### src/rtl/riscv_hazard_pkg.sv
// Shared types and helpers for the pipeline hazard/forwarding controller.
// Holds the forwarding select codes, the shadow-stage record and the match functions.
package riscv_hazard_pkg;

    localparam int REG_ADDR_W = 5;

    typedef enum logic [1:0] {
        FWD_RF  = 2'b00,
        FWD_WB  = 2'b01,
        FWD_MEM = 2'b10
    } fwd_sel_t;

    typedef struct packed {
        logic [REG_ADDR_W-1:0] rs1;
        logic [REG_ADDR_W-1:0] rs2;
        logic [REG_ADDR_W-1:0] rd;
        logic                  regwrite;
        logic                  memread;
    } stage_info_t;

    // True when an in-flight stage writes a register that the D instruction reads; x0 never counts.
    function automatic logic stageHits(
        input stage_info_t           s,
        input logic [REG_ADDR_W-1:0] rs1,
        input logic [REG_ADDR_W-1:0] rs2,
        input logic                  useRs1,
        input logic                  useRs2
    );
        return s.regwrite && (s.rd != '0) &&
               ((useRs1 && (s.rd == rs1)) || (useRs2 && (s.rd == rs2)));
    endfunction

    // M is checked before W so the newest producer wins.
    function automatic fwd_sel_t fwdSelect(
        input stage_info_t           m,
        input stage_info_t           w,
        input logic [REG_ADDR_W-1:0] rs
    );
        if (m.regwrite && (m.rd != '0) && (m.rd == rs)) begin
            return FWD_MEM;
        end
        if (w.regwrite && (w.rd != '0) && (w.rd == rs)) begin
            return FWD_WB;
        end
        return FWD_RF;
    endfunction

endpackage

### src/rtl/hazard_stage_reg.sv
// One shadow pipeline stage: async reset, synchronous flush to an all-zero bubble.
module hazard_stage_reg
    import riscv_hazard_pkg::*;
(
    input  logic        clk,
    input  logic        rst,
    input  logic        i_flush,
    input  stage_info_t i_d,
    output stage_info_t o_q
);

    stage_info_t r_q;

    always_ff @(posedge clk or posedge rst) begin
        if (rst) begin
            r_q <= '0;
        end else if (i_flush) begin
            r_q <= '0;
        end else begin
            r_q <= i_d;
        end
    end

    assign o_q = r_q;

endmodule

### src/rtl/hazard_forward_ctrl.sv
// Hazard detection and forwarding control for a 5-stage RV32I pipeline.
// Shadows rd/rs of the E, M, W instructions and drives the EX forwarding selects and F/D/E stall/flush.
module hazard_forward_ctrl
    import riscv_hazard_pkg::*;
#(
    parameter int REG_ADDR_W = 5,
    parameter int FWD_EN     = 1,
    parameter int CNT_W      = 16
) (
    input  logic                  clk,
    input  logic                  rst,
    input  logic [REG_ADDR_W-1:0] rs1_d,
    input  logic [REG_ADDR_W-1:0] rs2_d,
    input  logic                  use_rs1_d,
    input  logic                  use_rs2_d,
    input  logic [REG_ADDR_W-1:0] rd_d,
    input  logic                  regwrite_d,
    input  logic                  memread_d,
    input  logic                  pcsrc_e,
    output logic [1:0]            forward_a_e,
    output logic [1:0]            forward_b_e,
    output logic                  stall_f,
    output logic                  stall_d,
    output logic                  flush_d,
    output logic                  flush_e,
    output logic [CNT_W-1:0]      stall_cnt
);

    stage_info_t w_dInfo;
    stage_info_t w_mIn;
    stage_info_t w_stageE;
    stage_info_t w_stageM;
    stage_info_t w_stageW;

    logic w_hitE;
    logic w_hitM;
    logic w_hitW;
    logic w_stall;
    logic w_unusedBits;

    logic [CNT_W-1:0] r_stallCnt;

    // Source-register fields only matter in E, so later stages carry zeros there.
    always_comb begin
        w_dInfo          = '0;
        w_dInfo.rs1      = rs1_d;
        w_dInfo.rs2      = rs2_d;
        w_dInfo.rd       = rd_d;
        w_dInfo.regwrite = regwrite_d;
        w_dInfo.memread  = memread_d;
        w_mIn            = w_stageE;
        w_mIn.rs1        = '0;
        w_mIn.rs2        = '0;
    end

    hazard_stage_reg u_stageE (
        .clk     (clk),
        .rst     (rst),
        .i_flush (flush_e),
        .i_d     (w_dInfo),
        .o_q     (w_stageE)
    );

    hazard_stage_reg u_stageM (
        .clk     (clk),
        .rst     (rst),
        .i_flush (1'b0),
        .i_d     (w_mIn),
        .o_q     (w_stageM)
    );

    hazard_stage_reg u_stageW (
        .clk     (clk),
        .rst     (rst),
        .i_flush (1'b0),
        .i_d     (w_stageM),
        .o_q     (w_stageW)
    );

    assign w_hitE = stageHits(w_stageE, rs1_d, rs2_d, use_rs1_d, use_rs2_d);
    assign w_hitM = stageHits(w_stageM, rs1_d, rs2_d, use_rs1_d, use_rs2_d);
    assign w_hitW = stageHits(w_stageW, rs1_d, rs2_d, use_rs1_d, use_rs2_d);

    // Without forwarding every RAW dependency must drain through the register file.
    always_comb begin
        forward_a_e = FWD_RF;
        forward_b_e = FWD_RF;
        w_stall     = 1'b0;
        if (FWD_EN != 0) begin
            forward_a_e = fwdSelect(w_stageM, w_stageW, w_stageE.rs1);
            forward_b_e = fwdSelect(w_stageM, w_stageW, w_stageE.rs2);
            w_stall     = w_stageE.memread && w_hitE;
        end else begin
            w_stall     = w_hitE || w_hitM || w_hitW;
        end
    end

    assign stall_f = w_stall && !pcsrc_e;
    assign stall_d = w_stall && !pcsrc_e;
    assign flush_d = pcsrc_e;
    assign flush_e = w_stall || pcsrc_e;

    always_ff @(posedge clk or posedge rst) begin
        if (rst) begin
            r_stallCnt <= '0;
        end else if (stall_d && (r_stallCnt != '1)) begin
            r_stallCnt <= r_stallCnt + {{(CNT_W-1){1'b0}}, 1'b1};
        end
    end

    assign stall_cnt = r_stallCnt;

    assign w_unusedBits = ^{w_stageM.rs1, w_stageM.rs2, w_stageM.memread,
                            w_stageW.rs1, w_stageW.rs2, w_stageW.memread};

endmodule

### config.mk
export PLATFORM = sky130hd
export DESIGN_NAME = hazard_forward_ctrl
export DESIGN_NICKNAME = d
export VERILOG_FILES = /design/src/rtl/riscv_hazard_pkg.sv /design/src/rtl/hazard_stage_reg.sv /design/src/rtl/hazard_forward_ctrl.sv
export SDC_FILE = /design/constraint.sdc
export NUM_CORES = 1
export LEC_CHECK = 0
export CAP_MARGIN = 20
export CORE_MARGIN = 4
export CORE_UTILIZATION = 54
export CTS_CLUSTER_SIZE = 10
export DETAILED_ROUTE_END_ITERATION = 12
export GPL_TIMING_DRIVEN = 0
export HOLD_SLACK_MARGIN = 0.06
export PLACE_DENSITY = 0.84
export SKIP_LAST_GASP = 1
export SYNTH_ARGS = -nofsm -noshare
export SYNTH_HDL_FRONTEND = slang
export SYNTH_SLANG_ARGS = --single-unit
### constraint.sdc
create_clock -name clk -period 5.6 [get_ports clk]
set_input_delay 1.12 -clock clk [delete_from_list [all_inputs] [get_ports clk]]
set_output_delay 1.12 -clock clk [all_outputs]
set_load 0.05 [all_outputs]
Word level (Yosys, flattened, before mapping)
Cells that the tools add are included.

Bits in registers: 45. Bits of input ports: 22. Output and inout bits: 24. Word-level logic and storage cells: 52.

Add/subtract/negate cells: 1. Equal/unequal tests: 7. Multiplexer cells: 15. Reduce and logical (&&, ||, !) cells: 19.

Operators with widths (number): 5-bit == test (6); 17-bit 2-to-1 mux (1); 16-bit by 1-bit adder with 16-bit output (second input constant) (1); 2-bit 2-to-1 mux (8); 16-bit inequality test (second input constant) (1); 5-bit nonzero test (3); 1-bit logical AND (13); 1-bit 2-to-1 mux (6); 1-bit logical OR (2); 1-bit logical NOT (1).

Longest topological paths before layout
Depth in word-level cells: 7. Gate-level depth with buffers: 7. Depth with buffers taken out: 6.

Hierarchy
From an unflattened synthesis, not the netlist that was laid out.

Cell total of the unflattened synthesis: 246. Area, all modules: 2976.6 um^2.

Modules (own cells, without submodules): hazard_stage_reg (times used 3, cells an instance 36, area an instance 564.3 um^2, seq. area each 425.4 um^2); hazard_forward_ctrl (times used 1, cells an instance 138, area an instance 1283.7 um^2, seq. area each 400.4 um^2).

Worst setup path before layout
Ideal clock, no wire load.

Path kind: register to output. From: register u_stageM.r_q, in the netlist u_stageM.o_q[2]. To: output port forward_a_e[0]. Arrival time: 2990 ps. Required time: 4480 ps. Setup slack: 1490 ps. Cell stages (with the launch flop): 5. Buffers on the path: 0. Cells stage by stage: dfrtp_1 -> xnor2_1 -> nand3_1 -> nor4_1 -> nor4_1.

Longest elaborated chain between the ends: 5. Elaborated cells on any way between the ends: 6. Classes of those cells: eq/ne: 1; mux: 2; reduce/logical: 3.

RTL lines: start, declared (line hazard_stage_reg.sv:12) `stage_info_t r_q;`; start signal, assigned (line hazard_stage_reg.sv:20) `r_q <= i_d;`; 5-bit nonzero test (line riscv_hazard_pkg.sv:39) `if (m.regwrite && (m.rd != '0) && (m.rd == rs)) begin`; 1-bit logical AND (line riscv_hazard_pkg.sv:39); 1-bit logical AND (*) (line riscv_hazard_pkg.sv:39); 1-bit 2-to-1 mux (*) (line riscv_hazard_pkg.sv:39); 2-bit 2-to-1 mux (*) (line riscv_hazard_pkg.sv:42) `if (w.regwrite && (w.rd != '0) && (w.rd == rs)) begin`; end, declared (line hazard_forward_ctrl.sv:20) `output logic [1:0] forward_a_e,`.

Every way passes the cells marked *; elsewhere a longest branch is shown, timed or not.

Worst setup path after layout
From: input port rs1_d[1]. To: output port stall_f.

Longest elaborated chain between the ends: 6.

RTL lines: start, declared (line hazard_forward_ctrl.sv:12) `input logic [REG_ADDR_W-1:0] rs1_d,`; 5-bit == test (line riscv_hazard_pkg.sv:30) `((useRs1 && (s.rd == rs1)) || (useRs2 && (s.rd == rs2)));`; 1-bit logical AND (line riscv_hazard_pkg.sv:30); 1-bit logical OR (line riscv_hazard_pkg.sv:30); 1-bit logical AND (line riscv_hazard_pkg.sv:29) `return s.regwrite && (s.rd != '0) &&`; 1-bit logical AND (line hazard_forward_ctrl.sv:92) `w_stall = w_stageE.memread && w_hitE;`; 1-bit logical AND (line hazard_forward_ctrl.sv:98) `assign stall_f = w_stall && !pcsrc_e;`; end, declared (line hazard_forward_ctrl.sv:22) `output logic stall_f,`.

No other way between the ends.

==> key figures <==
Yosys
  • Yosys Warn Count: 0
  • Yosys reg bits: 45
  • Yosys top cell area share: 52.85%
  • Post-synth EDFFs: 0
  • Count leader, synth: dfrtp_1
  • Mapped Cells: 183
  • Seq/Total Area, Yosys: 52.85%
  • Yosys cell types: 30
  • FFs w/ async S/R, synth: 100.0%
  • Mapped Area: 2131 µm²
  • Main synth FF type: dfrtp_1
  • Dominant cell type by area after synthesis: dfrtp_1
  • Net Count, Synth: 206
  • Post-synth top cells: 45 x dfrtp_1, 30 x xnor2_1, 16 x nand3_1, 14 x and2_2, 14 x xor2_1
  • Top cells by area, synth: dfrtp_1 53%, xnor2_1 12%, xor2_1 5.8%, and2_2 4.9%, nand3_1 3.8%
  • Syn avg cell area: 11.64 µm²

Floorplan
  • Die width: 70.82 µm
  • Chip Height: 70.82 µm
  • # IOs: 46
  • Core Rows: 22
  • Die area: 5015 µm²
  • Core area: 3744 µm²
  • Starting Density: 56.92%

Global route
  • Global routing usage on met2: 28.22%
  • GRT busiest layer: met2
  • GRT met3 Usage: 3.693%
  • Largest net degree at the start of global routing: 46
  • Overflow after GRT: 0
  • Initial antenna violation count: 0
  • First-pass GRT wire length: 6.982 mm
  • Met1 usage: 23.56%
  • Global-route usage over all layers: 17.47%
  • Vias in the first global route: 1,538

Worst setup path
  • Arrival time worst endpoint: 3.83 ns
  • Critical Path Slowest Stage Cell: clkdlybuf4s50_1
  • Worst stage delay on the critical path: 0.79 ns
  • Crit path depth: 8
  • WP data required: 4.48 ns
  • Crit path max-delay family: buffers and inverters
  • Crit path buffers/inverters: 4
  • Most frequent CP cell: clkdlybuf4s50_1
  • Crit-path cells: clkdlybuf4s50_1 > xnor2_1 > nand4_1 > o22ai_2 > clkbuf_1 > and2_1 > buf_4 > clkdlybuf4s50_1
  • Reg2Reg Depth: 7
  • Crit. End Element: output port
  • Worst setup SP type: primary input
  • CP Class: in2out
  • Worst Path Max Fanout: 10

Finish
  • Finished Core Util: 72.76%
  • Diodes inserted: 0
  • Multi-input gate area: 944.7 µm²
  • Area Overhead vs Synth: 27.83%
  • Filler cell count: 281
  • Nets: 258
  • Sequential standard cell area: 1126 µm²
  • Fraction of layout cells with a size suffix above 1: 13.56%

STA
  • Final period util: 88.40%
  • Max_slew headroom: 41.38%
  • Slew @ Worst Pin: 0.8781 ns
  • RSZ-0062 raised after global routing: no
  • Fin crit period: 4.951 ns
  • Slew Limit Fails: 0
  • Fmax: 202.0 MHz
  • Sum Neg Setup Slack: 0 ns
  • Final Hold Viols: 0
  • Final setup vio count: 0
  • Clock skew: 0.007471 ns

Route
  • Initial DRC count: 122
  • Routed WL: 4.094 mm
  • Vias per cell: 5.472
  • DRC: 0
  • Drt first pass iters: 4
  • WL per Instance: 14.42 µm
  • Antenna viol nets, final: 0
  • Vias: 1,554

Worst hold path
  • Worst hold path type: reg2reg
  • Hold depth: 0

CTS
  • Total setup buffers inserted after CTS: 0
  • H-tree depth: 2
  • Cts bufs inserted: 5
  • CTS tree: done
  • Clk sinks: 45
  • Post-cts resize count: 0
  • Clock-pin slew on the worst setup and hold paths: 0.08 ns
  • Clock Latency Late Sink: 0.29 ns
  • Clock Tree Buf Depth: 2
  • Root buffer cell: clkbuf_8
  • Cts hold-fix bufs: 0

Placement
  • HPWL after detailed placement: 3.161 mm
  • Placer congestion estimate: 0.8698
  • I/O Buffers: 45

Run status
  • Status: complete, no violations

Power
  • Pwr dens: 223.3 nW/µm²
  • VDD IR-drop max: 0.1647 mV
  • P_leak: 1.162 nW
  • Total Power: 608.3 µW

Job
  • Max-cap violations: 0
==> cells by family after synthesis <==
logic type	after synthesis	share of synthesized area, %
simple gates	73	21.02
flops	45	52.85
xor+xnor	44	18.09
buf+inv	10	2.818
fa+ha+maj	1	0.5871
compound gates	8	3.582
mux	2	1.057
==> flip-flops by register name, summed over array words and instances, names as in the netlist <==
name,count
stall_cnt,16
u_stageE.o_q,17
u_stageM.o_q,6
u_stageW.o_q,6
==> where the power goes <==
group          leakage, nW  internal (mW)  switching, mW
registers            0.597          0.336         0.0126
logic                0.519         0.0379         0.0332
clock network       0.0450         0.0865          0.102
total                 1.16          0.460          0.148
==> worst register-to-register path, cell delays in order (launching register included) <==
cell,delay (ns)
dfrtp_1,0.43
ha_1,0.25
and4_1,0.22
nand3_1,0.20
o41a_1,0.19
clkbuf_1,0.36
nand4_1,0.18
xnor2_1,0.16
==> through the flow <==
step	area (µm²)	hold WS, ns	cells	worst slack, ns
floorplan	2131	0.3478	183	1.490
global placement	2641	0.3600	276	0.7170
detailed placement	2641	0.3546	276	0.6589
CTS	2724	0.3883	284	0.6614
global route	2724	0.4120	284	0.5364
finish	2724	0.3871	284	0.6493
==> routing by layer <==
metal | wire length (µm) | part of all wire, %
met5 | 0 | 0
met4 | 74 | 1.8
met3 | 167 | 4.1
met2 | 1966 | 48
met1 | 1886 | 46
==> worst paths after layout <==
check / startpoint / endpoint / slack, ns
worst max-delay path: rs1_d[1] / stall_f / 0.65
worst min-delay path: u_stageM.o_q[1] / u_stageW.o_q[1] / 0.39
worst max register to register: stall_cnt[0] / stall_cnt[9] / 3.49
worst min register to register: u_stageM.o_q[1] / u_stageW.o_q[1] / 0.39
max in group asynchronous: rst / u_stageE.o_q[1] / 3.72
min in group asynchronous: rst / stall_cnt[15] / 1.33
==> layout by cell type, fill, tap and decap left out, types with 2 or more instances in the layout <==
cell type	synthesis	layout
nand3_1	16	16
buf_4	2	2
mux2_2	2	2
clkinv_2	0	2
or4_1	4	4
nor4_1	6	6
buf_6	2	2
nor3_1	4	4
o21ai_0	2	2
nand2_1	5	5
and2_1	4	4
dfrtp_1	45	45
clkbuf_8	0	5
clkdlybuf4s50_1	0	45
and2_2	14	14
xnor2_1	30	30
xor2_1	14	14
clkbuf_1	2	3
inv_1	4	3
nor2_1	2	2
nand4_1	10	10
and3_1	4	4
==> final cells by class <==
cell class	count	share of cell area, %
Timing Repair Buffer	45	16.54
Tap cell	48	2.205
Clock buffer	6	2.664
Inverter	4	0.5512
Multi-Input combinational cell	128	34.68
Buffer	6	1.654
Sequential cell	45	41.34
Clock inverter	2	0.3675
No activity file was read; power rests on OpenSTA's default activity.
